### config.mk
export PLATFORM = sky130hd
export DESIGN_NAME = posit_to_fp32_pipe
export DESIGN_NICKNAME = d
export VERILOG_FILES = /design/src/rtl/posit_to_fp32_pipe.sv
export SDC_FILE = /design/constraint.sdc
export NUM_CORES = 1
export LEC_CHECK = 0
export BUFFER_PORTS_ARGS = -buffer_cell sky130_fd_sc_hd__buf_2
export CELL_PAD_IN_SITES_DETAIL_PLACEMENT = 1
export CELL_PAD_IN_SITES_GLOBAL_PLACEMENT = 2
export CORE_AREA = 5 5 115 117
export DETAILED_ROUTE_END_ITERATION = 16
export DIE_AREA = 0 0 120 122
export MAX_ROUTING_LAYER = met4
export PLACE_DENSITY = 0.82
export SETUP_SLACK_MARGIN = 0.4
export SYNTH_ARGS = -nofsm -noshare
export SYNTH_HDL_FRONTEND = slang
export SYNTH_SLANG_ARGS = --single-unit
### constraint.sdc
create_clock -name clk -period 1.5 [get_ports clk]
set_input_delay 0.375 -clock clk [delete_from_list [all_inputs] [get_ports clk]]
set_output_delay 0.375 -clock clk [all_outputs]
set_load 0.02 [all_outputs]
### src/rtl/posit_to_fp32_pipe.sv
// posit_to_fp32_pipe: two-stage valid/ready converter from posit<N,ES> to IEEE-754 binary32
// Ports: clk, rst_n (async, active-low); in_valid/in_ready/in_posit input handshake;
// out_valid/out_ready output handshake with registered out_fp32, out_nar, out_inexact.
module posit_to_fp32_pipe #(
  parameter int N  = 16,
  parameter int ES = 0
) (
  input  logic         clk,
  input  logic         rst_n,
  input  logic         in_valid,
  output logic         in_ready,
  input  logic [N-1:0] in_posit,
  output logic         out_valid,
  input  logic         out_ready,
  output logic [31:0]  out_fp32,
  output logic         out_nar,
  output logic         out_inexact
);
  localparam int F  = N - 3 - ES;
  localparam int FW = (F > 23) ? F : 23;
  localparam int RW = $clog2(N) + 1;
  if (N < 8 || N > 32 || ES < 0 || ES > 3 || ((N - 2) << ES) > 126) begin : g_bad_params
    $error("posit_to_fp32_pipe: unsupported N/ES combination");
  end
  logic s1_valid, s2_valid, s1_adv;
  logic s1_sign, s1_zero, s1_nar;
  logic [7:0] s1_scale;
  logic [F-1:0] s1_frac;
  assign s1_adv    = !s2_valid || out_ready;
  assign in_ready  = !s1_valid || s1_adv;
  assign out_valid = s2_valid;
  logic sign, run;
  logic [N-2:0] rem;
  logic [N-4:0] tail;
  logic [RW-1:0] r;
  logic [3:0] e;
  logic [7:0] k, scale;
  // The regime is at least two bits (run + terminator), so the ES+fraction tail
  // is the low N-3 magnitude bits shifted up by the extra run length.
  always_comb begin
    sign = in_posit[N-1];
    rem  = (N-1)'(sign ? -in_posit : in_posit);
    r    = '0;
    run  = 1'b1;
    for (int i = N - 2; i >= 0; i--) begin
      run = run & (rem[i] == rem[N-2]);
      r   = r + RW'(run);
    end
    tail  = rem[N-4:0] << (r - RW'(1));
    e     = 4'(tail >> F);
    k     = rem[N-2] ? 8'(r) - 8'd1 : -8'(r);
    scale = (k << ES) + 8'(e);
  end
  logic [FW-1:0] fa;
  logic [FW+1:0] fx;
  logic [22:0] kept;
  logic guard, sticky, rnd;
  logic [23:0] mant;
  logic [7:0] expo;
  // Scale always lands in [-127,127], so 8-bit wraparound arithmetic yields the biased exponent directly.
  always_comb begin
    fa     = FW'(s1_frac) << (FW - F);
    fx     = {fa, 2'b00};
    kept   = fx[FW+1 -: 23];
    guard  = fx[FW-22];
    sticky = |(fx << 24);
    rnd    = guard & (sticky | kept[0]);
    mant   = {1'b0, kept} + 24'(rnd);
    expo   = s1_scale + 8'd127 + 8'(mant[23]);
  end
  always_ff @(posedge clk) begin
    if (in_valid && in_ready) begin
      s1_sign  <= sign;
      s1_zero  <= in_posit == '0;
      s1_nar   <= in_posit == {1'b1, {(N-1){1'b0}}};
      s1_scale <= scale;
      s1_frac  <= tail[F-1:0];
    end
  end
  always_ff @(posedge clk or negedge rst_n) begin
    if (!rst_n) begin
      s1_valid    <= 1'b0;
      s2_valid    <= 1'b0;
      out_fp32    <= '0;
      out_nar     <= 1'b0;
      out_inexact <= 1'b0;
    end else begin
      if (in_ready) s1_valid <= in_valid;
      if (s1_adv) s2_valid <= s1_valid;
      if (s1_adv && s1_valid) begin
        out_fp32    <= s1_zero ? 32'h0 : s1_nar ? 32'h7FC00000 : {s1_sign, expo, mant[22:0]};
        out_nar     <= s1_nar;
        out_inexact <= !s1_zero && !s1_nar && (guard || sticky);
      end
    end
  end
endmodule
Word-level counts from Yosys, hierarchy flattened

Index checks and enable logic that the tools add are counted.
Widths: inputs -> output; s select.

Add/sub/neg operators: 19
Equality and inequality tests: 15
Shift operators: 1
Mux-type cells: 4
Bitwise operators: 13
Reductions and logical operators: 7

Operator list:

| cell                 | number |
|---|---|
| $mux 32              | 2 |
| $add 5x1->5          | 10 |
| $eq 16x16->1 const B | 1 |
| $logic_not 16->1     | 1 |
| $mux 15              | 1 |
| $neg 15->15          | 1 |
| $eq 1x1->1           | 14 |
| $and 1x1->1          | 13 |
| $shl 13x5->13        | 1 |
| $add 8x7->8 const B  | 1 |
| $mux 8               | 1 |
| $neg 5->8            | 1 |
| $sub 5x1->6 const B  | 1 |
| $add 4x1->5          | 1 |
| $sub 5x1->5 const B  | 1 |
| $add 3x1->4          | 1 |
| $add 2x1->3          | 1 |
| $add 1x1->2 const A  | 1 |
| $logic_and 1x1->1    | 2 |
| $logic_not 1->1      | 2 |
| $logic_or 1x1->1     | 2 |

Flip-flop bits (word level): 59

Depth between registers and ports, before layout

Depth after elaboration: 19
Gate-level depth with buffers: 28

Worst setup path after synthesis

Ideal clock, no wire load.

Path kind: in2reg
From: input in_posit[0]
To: register s1_frac[12], data pin
Arrival time: 7361 ps
Required time: 1320 ps
Path slack: -6041 ps
Stages on the path: 27
Path through: clkbuf_1 -> inv_1 -> ha_1 -> or4b_1 -> buf_2 -> o31ai_1 -> xor2_1 -> or3_2 -> o22ai_4 -> nand2_1 -> fa_1 -> fa_1 -> inv_1 -> fa_1 -> fa_1 -> fa_1 -> clkbuf_1 -> inv_1 -> clkbuf_1 -> ha_1 -> clkbuf_1 -> inv_1 -> o21ai_0 -> o21ai_0 -> a211oi_1 -> a221oi_1 -> a221oi_1

Longest elaborated chain between the ends: 19
Elaborated cells on any way between the ends: 45
Classes of those cells: add/sub (16); eq/ne (14); shift (1); mux (1); bitwise (13)

RTL lines:

| element                                                  | RTL line | source |
|---|---|---|
| from (decl)                                              | 12       | `input logic [N-1:0] in_posit,` |
| $neg 15->15                                              | 42       | `rem = (N-1)'(sign ? -in_posit : in_posit);` |
| $mux 15 *                                                | 42       |  |
| $eq 1x1->1                                               | 46       | `run = run & (rem[i] == rem[N-2]);` |
| $add 1x1->2 or $and 1x1->1 (tied branches)               | 47, 46   |  |
| $add 2x1->3 or $and 1x1->1 (tied branches)               | 47, 46   |  |
| $add 3x1->4 or $and 1x1->1 (tied branches)               | 47, 46   |  |
| $add 4x1->5 or $and 1x1->1 (tied branches)               | 47, 46   |  |
| $add 5x1->5 or $and 1x1->1 (tied branches) (9 in series) | 47, 46   |  |
| $add 5x1->5                                              | 47       | `r = r + RW'(run);` |
| $sub 5x1->5                                              | 49       | `tail = rem[N-4:0] << (r - RW'(1));` |
| $shl 13x5->13 *                                          | 49       |  |
| to (signal assigned)                                     | 77       | `s1_frac <= tail[F-1:0];` |
| to (decl)                                                | 28       | `logic [F-1:0] s1_frac;` |

Mark *: on every way between the ends. The rest lies on a longest branch, timed or not.
A chain may end at the register's enable or synchronous reset.

Worst setup path in the final report

From: input in_posit[8]
To: register s1_frac[11], data pin

Same word-level chain as after synthesis.

==> impl_metrics.json <==
{
  "r2r_cells": 6,
  "slew_viol_final": 0,
  "setup_viol": 24,
  "synth_edf_count": 24,
  "synth-simple-area-share_pct": 20.40,
  "worst-setup-path-type": "in -> reg",
  "ys_seq_area_share_pct": 35.81,
  "power_mw": 11.74,
  "synth_area_leader_cell": "edfxtp_1",
  "rsz0062_at_grt": "true",
  "finalCriticalPeriod_ns": 6.533,
  "layout.area.seq_sq_um": 1348,
  "drc": 0,
  "grt_max_degree": 26,
  "synth-async-reset-ratio_pct": 51.02,
  "die_w_microns": 120,
  "vdd_drop_max_mv": 0.6849,
  "pin_count": 56,
  "port_buffers": 44,
  "nFillCells": 1306,
  "drtIter0Drc": 157,
  "setup_ws_ns": -5.033,
  "firstDrtPassIters": 4,
  "synthTopCellsByCount": "nand2_1, nor2_1, o21ai_0, dfrtp_1, edfxtp_1",
  "root_buffer": "clkbuf_16",
  "synth.top_cell.area_share_pct": 19.17,
  "yosysMostFrequentCell": "nand2_1",
  "area_growth_pct": 73.41,
  "multiInputGateArea_sq_um": 2943,
  "dieHeight_microns": 122,
  "drive_gt1_share_pct": 57.70,
  "htreeDepth": 2,
  "final_antenna_net_count": 0,
  "ys_ff_latch": 49,
  "core-area_sq_um": 12260,
  "endpoint_kind": "flip-flop",
  "num_vias": 3826,
  "syn_area_per_cell_sq_um": 9.038,
  "ys_top_cells_by_area": "edfxtp_1, dfrtp_1, nand2_1",
  "place_hpwl_microns": 8563,
  "maxCapViolCount": 0,
  "viasPerCell": 5.163,
  "synth_cell_types": 63,
  "synthAdderAreaFrac_pct": 6.589,
  "clockBufferDepth": 2,
  "diodes": 0,
  "yosys_most_used_dff": "dfrtp_1",
  "clk_latency_ns": 0.29,
  "violations": "negative setup slack",
  "synth_top_family_by_area": "simple AND/OR/NAND/NOR gates",
  "dieArea_sq_um": 14640,
  "leakage_nw": 2.891,
  "cts_tree": "yes",
  "path_cells": "buf_6 -> or4_4 -> buf_12 -> o41ai_4 -> xor2_2 -> buf_6 -> xnor2_1 -> nand2_2 -> fa_1 -> fa_1 -> inv_1 -> fa_1 -> fa_1 -> fa_2 -> inv_2 -> fa_2 -> ha_4 -> buf_6 -> mux4_2 -> a21oi_2 -> o21ai_2 -> o22ai_2",
  "critPathRequiredTime_ns": 1.63,
  "path_clk_slew_ns": 0.07,
  "synthCells": 416,
  "synthMuxAreaShare_pct": 4.093,
  "crit_top_cell": "fa_1",
  "skew_ns": 0.009658,
  "syn-cell-area_sq_um": 3760,
  "start_util_pct": 30.67,
  "drt-total-wl_microns": 14710,
  "grt_pass1_wl_microns": 20660,
  "synth_xor_area_share_pct": 7.854,
  "place.gp.congestion": 0.8920,
  "synth_compound_area_share_pct": 17.47,
  "yosysWarnings": 0,
  "hp-class": "in -> async",
  "grt_pass1_vias": 4065,
  "fp-row-count": 41,
  "grt_usage_pct": 17.98,
  "cp_slowest_stage_delay_ns": 0.54,
  "worst_setup_path_start_kind": "input port",
  "final_hold_viol_count": 0,
  "cts_buffers": 5,
  "cts_sinks": 49,
  "power_density_nw_per_um2": 1800,
  "wl_per_cell_microns": 19.85,
  "crit_arrival_ns": 6.66,
  "maxSlewHeadroom_pct": 59.37,
  "fin_crit_sh_pct": 435.5,
  "nets": 625,
  "fin_util_pct": 53.18,
  "grt_overflow": 0,
  "worst_path_max_delay_cell": "or4_4",
  "status": "finished, violations left",
  "path_max_fanout": 12,
  "timing.fmax_ghz": 0.1531,
  "antenna_found_initial": 0,
  "tightestPinTransition_ns": 0.6094
}
worst paths after layout:
check                      slack, ns         from      endpoint
min                             0.09        rst_n  out_fp32[24]
max                            -5.03  in_posit[8]   s1_frac[11]
max in group asynchronous       0.97        rst_n     out_valid
min in group clk                0.47     in_valid      s1_valid
min reg2reg                     0.53   s1_frac[3]  out_fp32[13]
max reg2reg                    -0.20  s1_scale[1]  out_fp32[30]
placed cells by master (no fill, tap or decap), types with 8 or more instances in the layout:
| master | n |
|---|---|
| buf_4 | 111 |
| buf_6 | 53 |
| nand2_1 | 42 |
| nor2_1 | 25 |
| dfrtp_1 | 24 |
| edfxtp_1 | 24 |
| xor2_1 | 15 |
| o21ai_2 | 15 |
| buf_2 | 15 |
| nand2_4 | 12 |
| conb_1 | 11 |
| inv_1 | 10 |
| mux2i_1 | 9 |
| xnor2_1 | 8 |
| nand2_2 | 8 |
metal layers:
layer / routed length [microns] / track usage [%] / share of wire (%)
met5: 0 / - / 0
met3: 309 / 1.439 / 2.1
met1: 5536 / 19.23 / 38
met2: 8419 / 35.09 / 57
met4: 442 / 5.512 / 3.0
power breakdown:
part | switching (mW) | internal, mW | total, mW
combinational | 4.15 | 4.03 | 8.18
clock | 0.484 | 0.782 | 1.27
sequential | 0.281 | 2.01 | 2.29
worst max-delay path: cells and delay by family:
family | cells | cell delay, ns
muxes | 1 | 0.53
and+or+nand+nor | 2 | 0.63
xor gates and xnor gates | 2 | 0.49
buffers and inverters | 6 | 0.73
AOI/OAI and AO/OA | 4 | 0.81
adders and majority gates | 7 | 3.07
registers in the layout, summed over array words and instances, names as in the netlist:
name,cells
out_fp32,22
s1_nar,1
s1_scale,8
s1_frac,13
out_nar,1
out_valid,1
s1_valid,1
s1_zero,1
s1_sign,1
repair_timing:
item / 4_1_cts / 5_1_grt
cloned: 5 / 3
endpoints found under the hold margin: 0 / 0
resized for setup: 164 / 74
hold buffers: 0 / 0
endpoints found under the setup margin: 95 / 95
pin swaps: 50 / 36
buffers inserted: 40 / 20
layout make-up:
class                           count  share of cell area (%)
Sequential cell                    49                   20.67
Clock buffer                        6                   1.977
Tap cell                          150                   2.879
Inverter                           17                   1.286
Multi-Input combinational cell    324                   45.14
Clock inverter                      2                  0.5181
Timing Repair Buffer              193                   27.54
logic make-up after synthesis:
logic type / Yosys count
and+or+nand+nor: 157
adders and majority gates: 15
buffers and inverters: 57
AOI/OAI and AO/OA: 91
xor gates and xnor gates: 32
DFF: 49
muxes: 14
other: 1
metrics by stage:
stage / instances / hold slack [ns] / area [sq um] / setup slack, ns / TNS, ns
3_3_place_gp: 665 / 0.3835 / 4823 / -5.421 / -107.15
4_1_cts: 718 / 0.09106 / 5973 / -5.023 / -98.69
3_5_place_dp: 665 / 0.3940 / 4823 / -5.687 / -112.14
2_1_floorplan: 426 / 0.07941 / 4083 / -5.361 / -105.46
6_report: 741 / 0.08723 / 6520 / -5.033 / -98.34
5_1_grt: 741 / 0.1325 / 6520 / -5.306 / -103.75
Power figures use the tool's default switching activity.
